File: src/rtl/bpd_request_tracker.sv
// bpd_request_tracker
//   Core-side initiator for the branch-predictor harness. Each branch PC
//   accepted from fetch is sent to the harness as a prediction request. The
//   harness answers one cycle later, and that answer goes back to fetch
//   together with the tracking-queue slot it occupies. The prediction is kept
//   in an in-order queue until the branch resolves. Resolution drives the
//   harness update channel and the mispredict statistics.
//
// Ports
//   clock, reset           : clock; asynchronous active-low reset
//   fetch_valid/fetch_pc   : branch offered by fetch
//   fetch_ready            : tracker takes the branch this cycle
//   req_valid/req_pc       : harness prediction request (combinational)
//   req_taken              : harness prediction, valid the cycle after req_valid
//   pred_valid/pred_taken  : prediction returned to fetch
//   pred_tag               : queue slot holding that prediction
//   resolve_valid/_taken   : oldest outstanding branch resolved, actual direction
//   flush                  : drop every outstanding prediction
//   update_valid/_pc/_taken: harness training strobe (registered)
//   mispredict             : qualifies update_valid, prediction != actual
//   resolve_err            : resolve seen with an empty queue
//   branch_count           : resolved branches, saturating
//   mispredict_count       : mispredicted branches, saturating
//
// Handshake: a fetch transfer happens in every cycle where fetch_valid and
// fetch_ready are both high. fetch_ready does not depend on fetch_valid.
// fetch_pc must stay stable while fetch_valid is high and fetch_ready is low.
// The request channel has no back-pressure, so req_valid is exactly the
// transfer. The update channel is a one-cycle strobe that needs no
// acknowledgement.

module bpd_request_tracker #(
  parameter int DEPTH = 8,
  parameter int PC_W  = 64,
  parameter int CNT_W = 32
) (
  input  logic                     clock,
  input  logic                     reset,
  input  logic                     fetch_valid,
  input  logic [PC_W-1:0]          fetch_pc,
  output logic                     fetch_ready,
  output logic                     req_valid,
  output logic [PC_W-1:0]          req_pc,
  input  logic                     req_taken,
  output logic                     pred_valid,
  output logic                     pred_taken,
  output logic [$clog2(DEPTH)-1:0] pred_tag,
  input  logic                     resolve_valid,
  input  logic                     resolve_taken,
  input  logic                     flush,
  output logic                     update_valid,
  output logic [PC_W-1:0]          update_pc,
  output logic                     update_taken,
  output logic                     mispredict,
  output logic                     resolve_err,
  output logic [CNT_W-1:0]         branch_count,
  output logic [CNT_W-1:0]         mispredict_count
);

  localparam int AW = $clog2(DEPTH);
  localparam logic [AW:0] DEPTH_OCC = (AW+1)'(DEPTH);

  // Low in the first cycle after reset releases, so fetch_ready and req_pc
  // stay 0 until the first clock edge after release.
  logic            active;

  logic [AW-1:0]   head;
  logic [AW-1:0]   tail;
  logic [AW:0]     count;
  logic            s1_valid;
  logic [PC_W-1:0] s1_pc;

  logic [PC_W-1:0] pc_mem [DEPTH];
  logic [DEPTH-1:0] taken_mem;

  logic [AW:0]     occupancy;
  logic            do_write;
  logic            do_pop;
  logic            head_mismatch;

  always_comb begin
    occupancy     = '0;
    fetch_ready   = 1'b0;
    req_valid     = 1'b0;
    req_pc        = '0;
    do_write      = 1'b0;
    do_pop        = 1'b0;
    pred_valid    = 1'b0;
    pred_taken    = 1'b0;
    pred_tag      = '0;
    head_mismatch = 1'b0;

    // Slots are reserved at acceptance. The entry still in s1 counts here,
    // so the queue can never overflow.
    occupancy   = count + {{AW{1'b0}}, s1_valid};
    fetch_ready = active && (occupancy < DEPTH_OCC) && !flush;
    req_valid   = fetch_valid && fetch_ready;
    req_pc      = active ? fetch_pc : '0;

    // During flush, the prediction in s1 is discarded rather than written.
    do_write    = s1_valid && !flush;
    // count covers written entries only. A resolve that arrives while the
    // first entry is still in s1 finds the queue empty.
    do_pop      = resolve_valid && (count != '0);

    pred_valid  = s1_valid && !flush;
    pred_taken  = s1_valid && req_taken;
    pred_tag    = tail;

    head_mismatch = taken_mem[head] != resolve_taken;
  end

  // Queue storage holds no reset-dependent state.
  always_ff @(posedge clock) begin
    if (do_write) begin
      pc_mem[tail]    <= s1_pc;
      taken_mem[tail] <= req_taken;
    end
  end

  always_ff @(posedge clock or negedge reset) begin
    if (!reset) begin
      active           <= 1'b0;
      head             <= '0;
      tail             <= '0;
      count            <= '0;
      s1_valid         <= 1'b0;
      s1_pc            <= '0;
      update_valid     <= 1'b0;
      update_pc        <= '0;
      update_taken     <= 1'b0;
      mispredict       <= 1'b0;
      resolve_err      <= 1'b0;
      branch_count     <= '0;
      mispredict_count <= '0;
    end else begin
      active   <= 1'b1;

      // fetch_ready is already low during flush, so this also clears s1.
      s1_valid <= req_valid;
      if (req_valid) begin
        s1_pc <= fetch_pc;
      end

      if (do_write) begin
        tail <= tail + AW'(1);
      end

      // A pop in the flush cycle is still reported. The flush then makes the
      // queue empty at the current tail.
      if (flush) begin
        head  <= tail;
        count <= '0;
      end else begin
        if (do_pop) begin
          head <= head + AW'(1);
        end
        case ({do_write, do_pop})
          2'b10:   count <= count + (AW+1)'(1);
          2'b01:   count <= count - (AW+1)'(1);
          default: count <= count;
        endcase
      end

      update_valid <= do_pop;
      update_pc    <= do_pop ? pc_mem[head] : '0;
      update_taken <= do_pop && resolve_taken;
      mispredict   <= do_pop && head_mismatch;
      resolve_err  <= resolve_valid && (count == '0);

      if (do_pop) begin
        if (branch_count != {CNT_W{1'b1}}) begin
          branch_count <= branch_count + CNT_W'(1);
        end
        if (head_mismatch && (mispredict_count != {CNT_W{1'b1}})) begin
          mispredict_count <= mispredict_count + CNT_W'(1);
        end
      end
    end
  end

endmodule

File: config.mk
export PLATFORM = sky130hd
export DESIGN_NAME = bpd_request_tracker
export DESIGN_NICKNAME = d
export VERILOG_FILES = /design/src/rtl/bpd_request_tracker.sv
export SDC_FILE = /design/constraint.sdc
export NUM_CORES = 1
export LEC_CHECK = 0
export CORE_UTILIZATION = 60
export DETAILED_ROUTE_END_ITERATION = 7
export PLACE_DENSITY = 0.91
export SLEW_MARGIN = 10
export SYNTH_ARGS = -nofsm -noshare
export SYNTH_HDL_FRONTEND = slang
export SYNTH_SLANG_ARGS = --single-unit
export TNS_END_PERCENT = 1
File: constraint.sdc
create_clock -name clock -period 12 [get_ports clock]
set_input_delay 2.4 -clock clock [delete_from_list [all_inputs] [get_ports clock]]
set_output_delay 2.4 -clock clock [all_outputs]
set_load 0.005 [all_outputs]
* Word level (Yosys, flattened, before mapping)
Memories as Yosys holds them, arrays and structs flattened.
Index checks and enable logic that the tools add are counted.
** Cells by class
- Shift-type cells :: 0
- Equal/unequal tests :: 5
- Multiply operators :: 0
- $add $sub $neg :: 7
- Divide/modulo/power cells :: 0
- Bitwise logic cells :: 0
- Muxes and demuxes :: 13
- Reduce and logical (&&, ||, !) cells :: 18
- Magnitude comparators :: 4
** Operators by type and width (count)
- two-way mux 64 bit :: 2
- adder 32 x 1 -> 32 bit (second input constant) :: 2
- inequality test 32 bit (second input constant) :: 2
- logical AND 1 bit :: 11
- bitwise mux 8 bit :: 1
- less-than comparator 3 x 4 -> 1 bit (second input constant) :: 2
- case mux 4 bit (2 select lines) :: 1
- adder 3 x 1 -> 3 bit (second input constant) :: 2
- two-way mux 3 bit :: 2
- adder 4 x 1 -> 4 bit :: 1
- adder 4 x 1 -> 4 bit (second input constant) :: 1
- zero test 4 bit :: 1
- less-than comparator 4 bit (second input constant) :: 1
- two-way mux 1 bit :: 4
- two-way mux 4 bit :: 1
- AND reduction 2 bit :: 2
- nonzero test 4 bit :: 1
- subtractor 4 x 1 -> 4 bit (second input constant) :: 1
- binary-select mux 1 bit (select 3 bit) :: 1
- demux 1 bit (select 3 bit) :: 1
- >= comparator 3 x 1 -> 1 bit (second input constant) :: 1
- nonzero test 3 bit :: 1
- equality test 2 x 1 -> 1 bit (second input constant) :: 1
- equality test 2 bit (second input constant) :: 1
- 3 further kinds :: 3
** Storage, ports and cells
- Memories :: 1
- Latch bits :: 0
- Bits in writable memories :: 512
- Input bits :: 71
- Bits in read-only memories :: 0
- Flip-flop bits (word level) :: 216
** Memories
- pc_mem :: words 8, width 64, rd ports 1, clocked after Yosys merged registers in 0, write ports 1, RTL line 73 : logic [PC_W-1:0] pc_mem [DEPTH];

* Depth between registers and ports, before layout
Gate-level depths: netlist (run 1).
- Depth in word-level cells :: 5
- Gate-level depth with buffers :: 10
- Mapped depth without buffers :: 9

* Worst setup path after synthesis (run 1)
Ideal clock, no wire load.
- Path kind :: input to register
- From :: input port flush
- To :: memory pc_mem[0][0], enable pin
- Data arrival time :: 8863 ps
- Setup slack :: 2489 ps
- Data required time :: 11352 ps
- Cell stages on the path :: 3
- Buffers on the path :: 1
- Library setup time :: 648 ps
- Cell sequence :: nand2b_1 -> clkbuf_1 -> nor4_1
** On the way
- Word-level cells in the longest chain between the ends :: 4
** RTL lines
- from (decl) :: RTL line 50 : input logic flush,
- zero test 1 bit :: RTL line 101 : do_write = s1_valid && !flush;
- logical AND 1 bit :: RTL line 101
- two-way mux 1 bit :: RTL line 115 : if (do_write) begin
- two-way mux 1 bit (implied by the code) :: RTL line 116 : pc_mem[tail] <= s1_pc;
- to (decl) :: RTL line 73
Every way passes these cells.

* Worst setup path in the final report (run 1)
- From :: input port flush
- To :: output port req_valid
** On the way
- Word-level cells in the longest chain between the ends :: 3
** RTL lines
- zero test 1 bit :: RTL line 96 : fetch_ready = active && (occupancy < DEPTH_OCC) && !flush;
- logical AND 1 bit :: RTL line 96
- logical AND 1 bit :: RTL line 97 : req_valid = fetch_valid && fetch_ready;
- to (decl) :: RTL line 42 : output logic req_valid,
Every way passes these cells.

==> results of run 1 <==
## placed cells by master (no fill, tap or decap), types with 7 or more instances in the layout
cell and count:
xnor2_1 56, clkbuf_16 74, clkinv_1 9, edfxtp_1 520
clkinv_2 10, clkdlybuf4s50_1 272, bufinv_16 8, and4_1 7
nand2_1 22, buf_4 23, clkbuf_1 12, nor2_1 79
nand4_1 32, mux4_2 129, nand3_1 33, dfrtp_1 204
and2_1 74, mux2i_1 66, nor3_1 18, clkbuf_8 8
and3_1 25, xor2_1 16, mux2_2 65
## cell families (layout without fill, tap and decap cells)
| kind of cell | Yosys count | count (layout) | share of synthesized area, % |
|---|---|---|---|
| DFF | 728 | 728 | 73.9 |
| AOI/OAI and AO/OA | 11 | 11 | 0.302 |
| xor gates and xnor gates | 72 | 72 | 2.24 |
| buffers and inverters | 76 | 435 | 1.18 |
| other | 1 | 1 | 0.0133 |
| adders and majority gates | 6 | 6 | 0.267 |
| muxes | 267 | 267 | 15.6 |
| and+or+nand+nor | 330 | 330 | 6.44 |
## worst max path at each step
stage                     startpoint           end  slack (ps)  cells after the start
after CTS                      flush     req_valid        5080                      5
after global routing           flush     req_valid        4910                      5
after global placement         flush     req_valid        5130                      5
after detailed placement       flush     req_valid        5070                      5
final                          flush     req_valid        5060                      5
after floorplan                flush  pc_mem[0][0]        2490                      3
## layer usage
metal / global-route usage [%] / wire (um)
met5: 0 / 0
met4: 9.79 / 1740
met3: 4.44 / 4380
met2: 45.7 / 32400
met1: 35.4 / 23900
## flip-flops by register name (all words and copies together), names as in the netlist
signal / count
pc_mem: 512
s1_pc: 64
update_pc: 64
branch_count: 32
mispredict_count: 32
taken_mem: 8
count: 4
head: 3
pred_tag: 3
active: 1
mispredict: 1
resolve_err: 1
s1_valid: 1
update_taken: 1
update_valid: 1
## stage by stage
| step | hold WS [ps] | cell area [um2] | cells | worst slack [ps] |
|---|---|---|---|---|
| global placement | 480 | 31600 | 2323 | 5130 |
| finish | 494 | 34100 | 2457 | 5060 |
| global route | 512 | 34100 | 2457 | 4910 |
| floorplan | 480 | 28200 | 1491 | 2490 |
| CTS | 499 | 34100 | 2457 | 5080 |
| detailed placement | 491 | 31600 | 2323 | 5070 |
## synthesized netlist by cell type (2+ instances only)
| cell | count |
|---|---|
| buf_6 | 3 |
| nand2b_1 | 3 |
| a31oi_1 | 2 |
| o21ai_0 | 5 |
| mux2_1 | 5 |
| buf_2 | 19 |
| clkbuf_1 | 34 |
| nor3_1 | 22 |
| nand4_2 | 3 |
| mux4_2 | 129 |
| inv_2 | 2 |
| and3_1 | 25 |
| or3_1 | 2 |
| xnor2_1 | 56 |
| ha_1 | 6 |
| nand4_1 | 32 |
| buf_1 | 15 |
| mux2_2 | 65 |
| nor4b_1 | 2 |
| or2_2 | 3 |
| mux2i_4 | 2 |
| inv_1 | 3 |
| nand3_1 | 33 |
| nor2_1 | 82 |
| nor4_1 | 7 |
| nand3_2 | 6 |
| xor2_1 | 16 |
| and2_1 | 74 |
| dfrtp_1 | 208 |
| and4_1 | 7 |
| mux2i_1 | 66 |
| edfxtp_1 | 520 |
| nand4b_1 | 2 |
| nand2_1 | 23 |
## layout make-up
class	count	area, um2	share of cell area (%)
flip-flops and latches	728	20800	61.2
multi-input cells	687	7060	20.7
repair buffers	296	2910	8.55
clock buffers	94	2010	5.89
well taps	607	759	2.23
clock inverters	40	460	1.35
inverters	5	18.8	0.0551
## critical path, cell delays in order
cell and delay (ps):
clkdlybuf4s50_1 620, nor3b_1 520, nand2_4 320, inv_1 160, clkdlybuf4s50_1 510
## power by group through the flow
stage | clock network (mW) | logic (mW) | registers [mW]
after floorplan | 0 | 1.02 | 3.35
after global placement | 0 | 1.43 | 3.49
after detailed placement | 0 | 1.47 | 3.53
after CTS | 2.36 | 1.50 | 3.48
after global routing | 2.45 | 1.59 | 3.53
final | 2.33 | 1.48 | 3.48
==> key figures, run 1 <==
Clock network
  • Post-CTS Hold Buffers: 0
  • Max Root-Sink Buffers: 3
  • Clk Latency, worst-skew pair: 620 ps
  • Clock slew at reported path FFs: 60 ps
  • Post-CTS setup buffer count: 0
  • CTS Sinks: 728
  • Htree depth: 3
  • Post_cts resized: 0
  • CTS Root Cell: clkbuf_16
  • Inserted Clock Buffers: 72
  • CTS tree: done

Final layout
  • Ant. Diodes: 0
  • Util after Layout: 73.3%
  • Layout net count: 1867
  • Layout cells sized above 1: 19.6%
  • Filler cells: 2566
  • Syn-to-layout area delta: 20.9%

Global routing
  • First-pass GRT wire length: 94300 um
  • GRT Total Usage: 26.9%
  • Largest net degree at the start of global routing: 98
  • Vias in the first global route: 15774
  • Initial antenna violation count: 0
  • Global route overflow: 0

Critical path
  • R2r endpoint: mispredict_count[1]
  • R2r setup slk: 8720 ps
  • Critical Path RT: 9600 ps
  • Startpoint Class: primary input
  • RR Startpoint: count[1]
  • Worst Reg2Reg Path Length in Cells: 8
  • Crit end category: output port
  • Worst Path Arrival: 4540 ps
  • Setup CP Type: primary input to output port
  • Crit Path Max Fanout: 19

STA
  • Setup_tns: 0 ps
  • Pins Over Slew Limit: 0
  • Unrepaired setup endpoints after global routing: false
  • Clock skew: 18.8 ps
  • Final period utilization: 57.8%
  • Setup violations, final: 0
  • Slew @ Worst Pin: 1120 ps
  • Max frequency: 144 MHz
  • Final Hold Viols: 0
  • Tmin final: 6940 ps
  • Relative slew slack: 25.5%

Power and ir drop
  • Clk network pwr share: 31.9%
  • PD cells: 214 nW/um2
  • Leak: 11.9 nW
  • Sw Share: 27.4%
  • Switching power total: 2.00 mW
  • Tot Pwr: 7.30 mW
  • Peak supply drop: 0.170 mV
  • Sequential power share: 47.7%
  • Combinational power share: 20.3%
  • Internal: 5.30 mW

Logic synthesis
  • Synth Register Bits: 728
  • Top post-synthesis cells by area: edfxtp_1 55%, dfrtp_1 18%, mux4_2 10%, mux2_2 2.6%, mux2i_1 2.3%
  • YS warnings: 0
  • Yosys top cell by area: edfxtp_1
  • Number of enable flip-flop cells after synthesis: 520
  • Seq/Total Area, Yosys: 73.9%
  • Synth Flop Type: edfxtp_1
  • Syn Inst Count: 1491
  • Mapped cell area: 28200 um2
  • Net Count, Synth: 1568
  • Synth async-reset ratio: 28.6%
  • Syn Area/Cell: 18.9 um2
  • Cell variety after synth: 43
  • Share of the synthesized area in the top cell type: 55.5%

Routing
  • DR vias: 15158
  • DR vias/cell: 6.17
  • DR pass1 iterations: 8
  • DRC viols: 0
  • Routed Antenna Nets: 0
  • Initial DRC Count: 1618
  • WL/cell: 25.4 um
  • DRT Wirelength: 62500 um

Job
  • Max Cap Viol: 0

Die
  • # rows: 79
  • Initial Utilization: 60.6%
  • IO Count: 274
  • CORE AREA: 46500 um2
  • Die area: 47800 um2
  • Die W: 219 um
  • Die height: 219 um

Placement
  • I/O Buffers: 273
  • Dpl hpwl: 33200 um
  • Final Wtd Congestion: 0.877

Worst hold path
  • WHS Endpoint: branch_count[31]
  • Hold path depth: 1
  • HP Start: branch_count[31]
  • Type of the worst min-delay path: register to register

Run status
  • Status: complete, no violations
Power figures use the tool's default switching activity.
==> inputs of run 2 (changes only) <==
- CORE_UTILIZATION: 60 -> 51
- PLACE_DENSITY: 0.91 -> 0.83
- clock period: 12 -> 5.65 ns (I/O delays scaled with it)
==> run 2 against run 1 <==
Net effect:
- cell count up 3.9%
- routed wire length down 5.4%
- final area about the same
- via count down 2.9%
- count of clock-buffer cells in the layout up 12
- register-to-register slack worse by 6200 ps
- highest routed layer unchanged
==> key figures, run 2 (same netlist as run 1, synthesis figures left out) <==
Placement
  • Final Wtd Congestion: 0.889
  • I/O Buffers: 273
  • Dpl hpwl: 32800 um

STA
  • Max frequency: 234 MHz
  • Final period utilization: 75.6%
  • Slew @ Worst Pin: 1060 ps
  • Pins Over Slew Limit: 0
  • Tmin final: 4270 ps
  • Min Hold Slack: 496 ps
  • Setup violations, final: 0
  • Clock skew: 26.5 ps
  • Relative slew slack: 29.3%
  • Final Hold Viols: 0
  • Unrepaired setup endpoints after global routing: false

Power and ir drop
  • Clk network pwr share: 30.4%
  • Switching power total: 4.19 mW
  • PD cells: 445 nW/um2
  • Tot Pwr: 15.2 mW
  • Peak supply drop: 0.298 mV
  • Combinational power share: 20.8%
  • Sequential power share: 48.7%
  • Internal: 11.0 mW
  • Leak: 11.9 nW
  • Sw Share: 27.6%

Critical path
  • RR Startpoint: count[1]
  • Slowest cell on crit path: clkdlybuf4s50_1
  • Critical Path RT: 4520 ps
  • Worst Path Arrival: 3140 ps
  • CP Cell Sequence: clkdlybuf4s50_1 -> nand2b_1 -> inv_1 -> clkdlybuf4s50_1
  • Crit path launch: flush
  • CP top delay family: buffers and inverters
  • Top cell by count, worst path: clkdlybuf4s50_1
  • Crit end category: output port
  • Crit path buffers/inverters: 3
  • Startpoint Class: primary input
  • Max stage delay on crit path: 640 ps
  • Crit Path Max Fanout: 12
  • Setup CP Type: primary input to output port

Final layout
  • Layout cells sized above 1: 19.4%
  • Max reg flops: 512
  • Ant. Diodes: 0
  • Commonest non-fill, non-tap cell in the layout: edfxtp_1
  • Layout net count: 1873
  • Largest reg by FF count: pc_mem
  • Most frequent cells in the layout: 520 x edfxtp_1, 272 x clkdlybuf4s50_1, 204 x dfrtp_1
  • Syn-to-layout area delta: 21.0%
  • Largest regs: pc_mem (512), s1_pc (64), update_pc (64)

Worst hold path
  • Type of the worst min-delay path: register to register
  • HP Start: branch_count[31]

Clock network
  • CTS Sinks: 728
  • Clock slew at reported path FFs: 60 ps
  • CTS Root Cell: clkbuf_16
  • Post-CTS Hold Buffers: 0
  • CTS tree: done
  • Clk Latency, worst-skew pair: 610 ps
  • Post_cts resized: 0
  • Max Root-Sink Buffers: 3
  • Inserted Clock Buffers: 74
  • Post-CTS setup buffer count: 0
  • Htree depth: 3

Die
  • Die height: 237 um
  • Die area: 56200 um2
  • Die W: 237 um
  • IO Count: 274
  • CORE AREA: 54200 um2
  • # rows: 85
  • Initial Utilization: 51.9%

Routing
  • Routed Antenna Nets: 0
  • DR pass1 iterations: 5
  • Initial DRC Count: 1134
  • DR vias/cell: 5.77
  • DRT Wirelength: 59100 um
  • DRC viols: 0
  • DR vias: 14721
  • WL/cell: 23.2 um

Global routing
  • Initial antenna violation count: 0
  • Global route overflow: 0
  • Largest net degree at the start of global routing: 113
  • Vias in the first global route: 15262
  • GRT Total Usage: 21.4%
  • First-pass GRT wire length: 90100 um

Job
  • Max Cap Viol: 0

Run status
  • Status: complete, no violations
==> run 2: routing by layer <==
metal,global-route usage (%),vias up,part of all wire (%)
met5,0,-,0
li1,-,6402,-
met1,29.0,7703,42
met3,3.44,82,5.7
met2,35.8,534,50
met4,6.51,0,1.9
==> run 2: worst paths after layout <==
kind | slack (ps) | to | cells after the start
worst max-delay path | 1380 | pred_valid | 4
worst min-delay path | 500 | branch_count[31] | 1
worst max register to register | 2550 | count[3] | 9
worst min register to register | 500 | branch_count[31] | 1
max in group asynchronous | 4010 | update_pc[39] | 2
min in group asynchronous | 560 | branch_count[24] | 1
==> run 2: final cells by class <==
type | instances | area, um2
clock buffer | 106 | 2110
inverter | 5 | 18.8
tap | 696 | 871
timing repair buffer | 300 | 2950
fill | 3658 | 20200
sequential | 728 | 20800
multi-input combinational | 687 | 7070
clock inverter | 31 | 208
==> run 2: power groups by stage <==
stage / registers, mW / logic [mW] / clock network, mW
after global placement: 7.43 / 3.12 / 0
after floorplan: 7.11 / 2.17 / 0
after global routing: 7.49 / 3.40 / 4.92
after detailed placement: 7.49 / 3.17 / 0
final: 7.40 / 3.16 / 4.62
after CTS: 7.40 / 3.22 / 4.70
==> run 2: per-stage QoR <==
| step | TNS [ps] | setup slack (ps) | utilization (%) | cells | instance area (um2) |
|---|---|---|---|---|---|
| global route | 0 | 1320 | 62.8 | 2553 | 34100 |
| floorplan | -237110 | -1060 | - | 1491 | 28200 |
| finish | 0 | 1380 | 62.8 | 2553 | 34100 |
| global placement | 0 | 1520 | 58.5 | 2416 | 31700 |
| detailed placement | 0 | 1470 | 58.5 | 2416 | 31700 |
| CTS | 0 | 1430 | 62.8 | 2553 | 34100 |
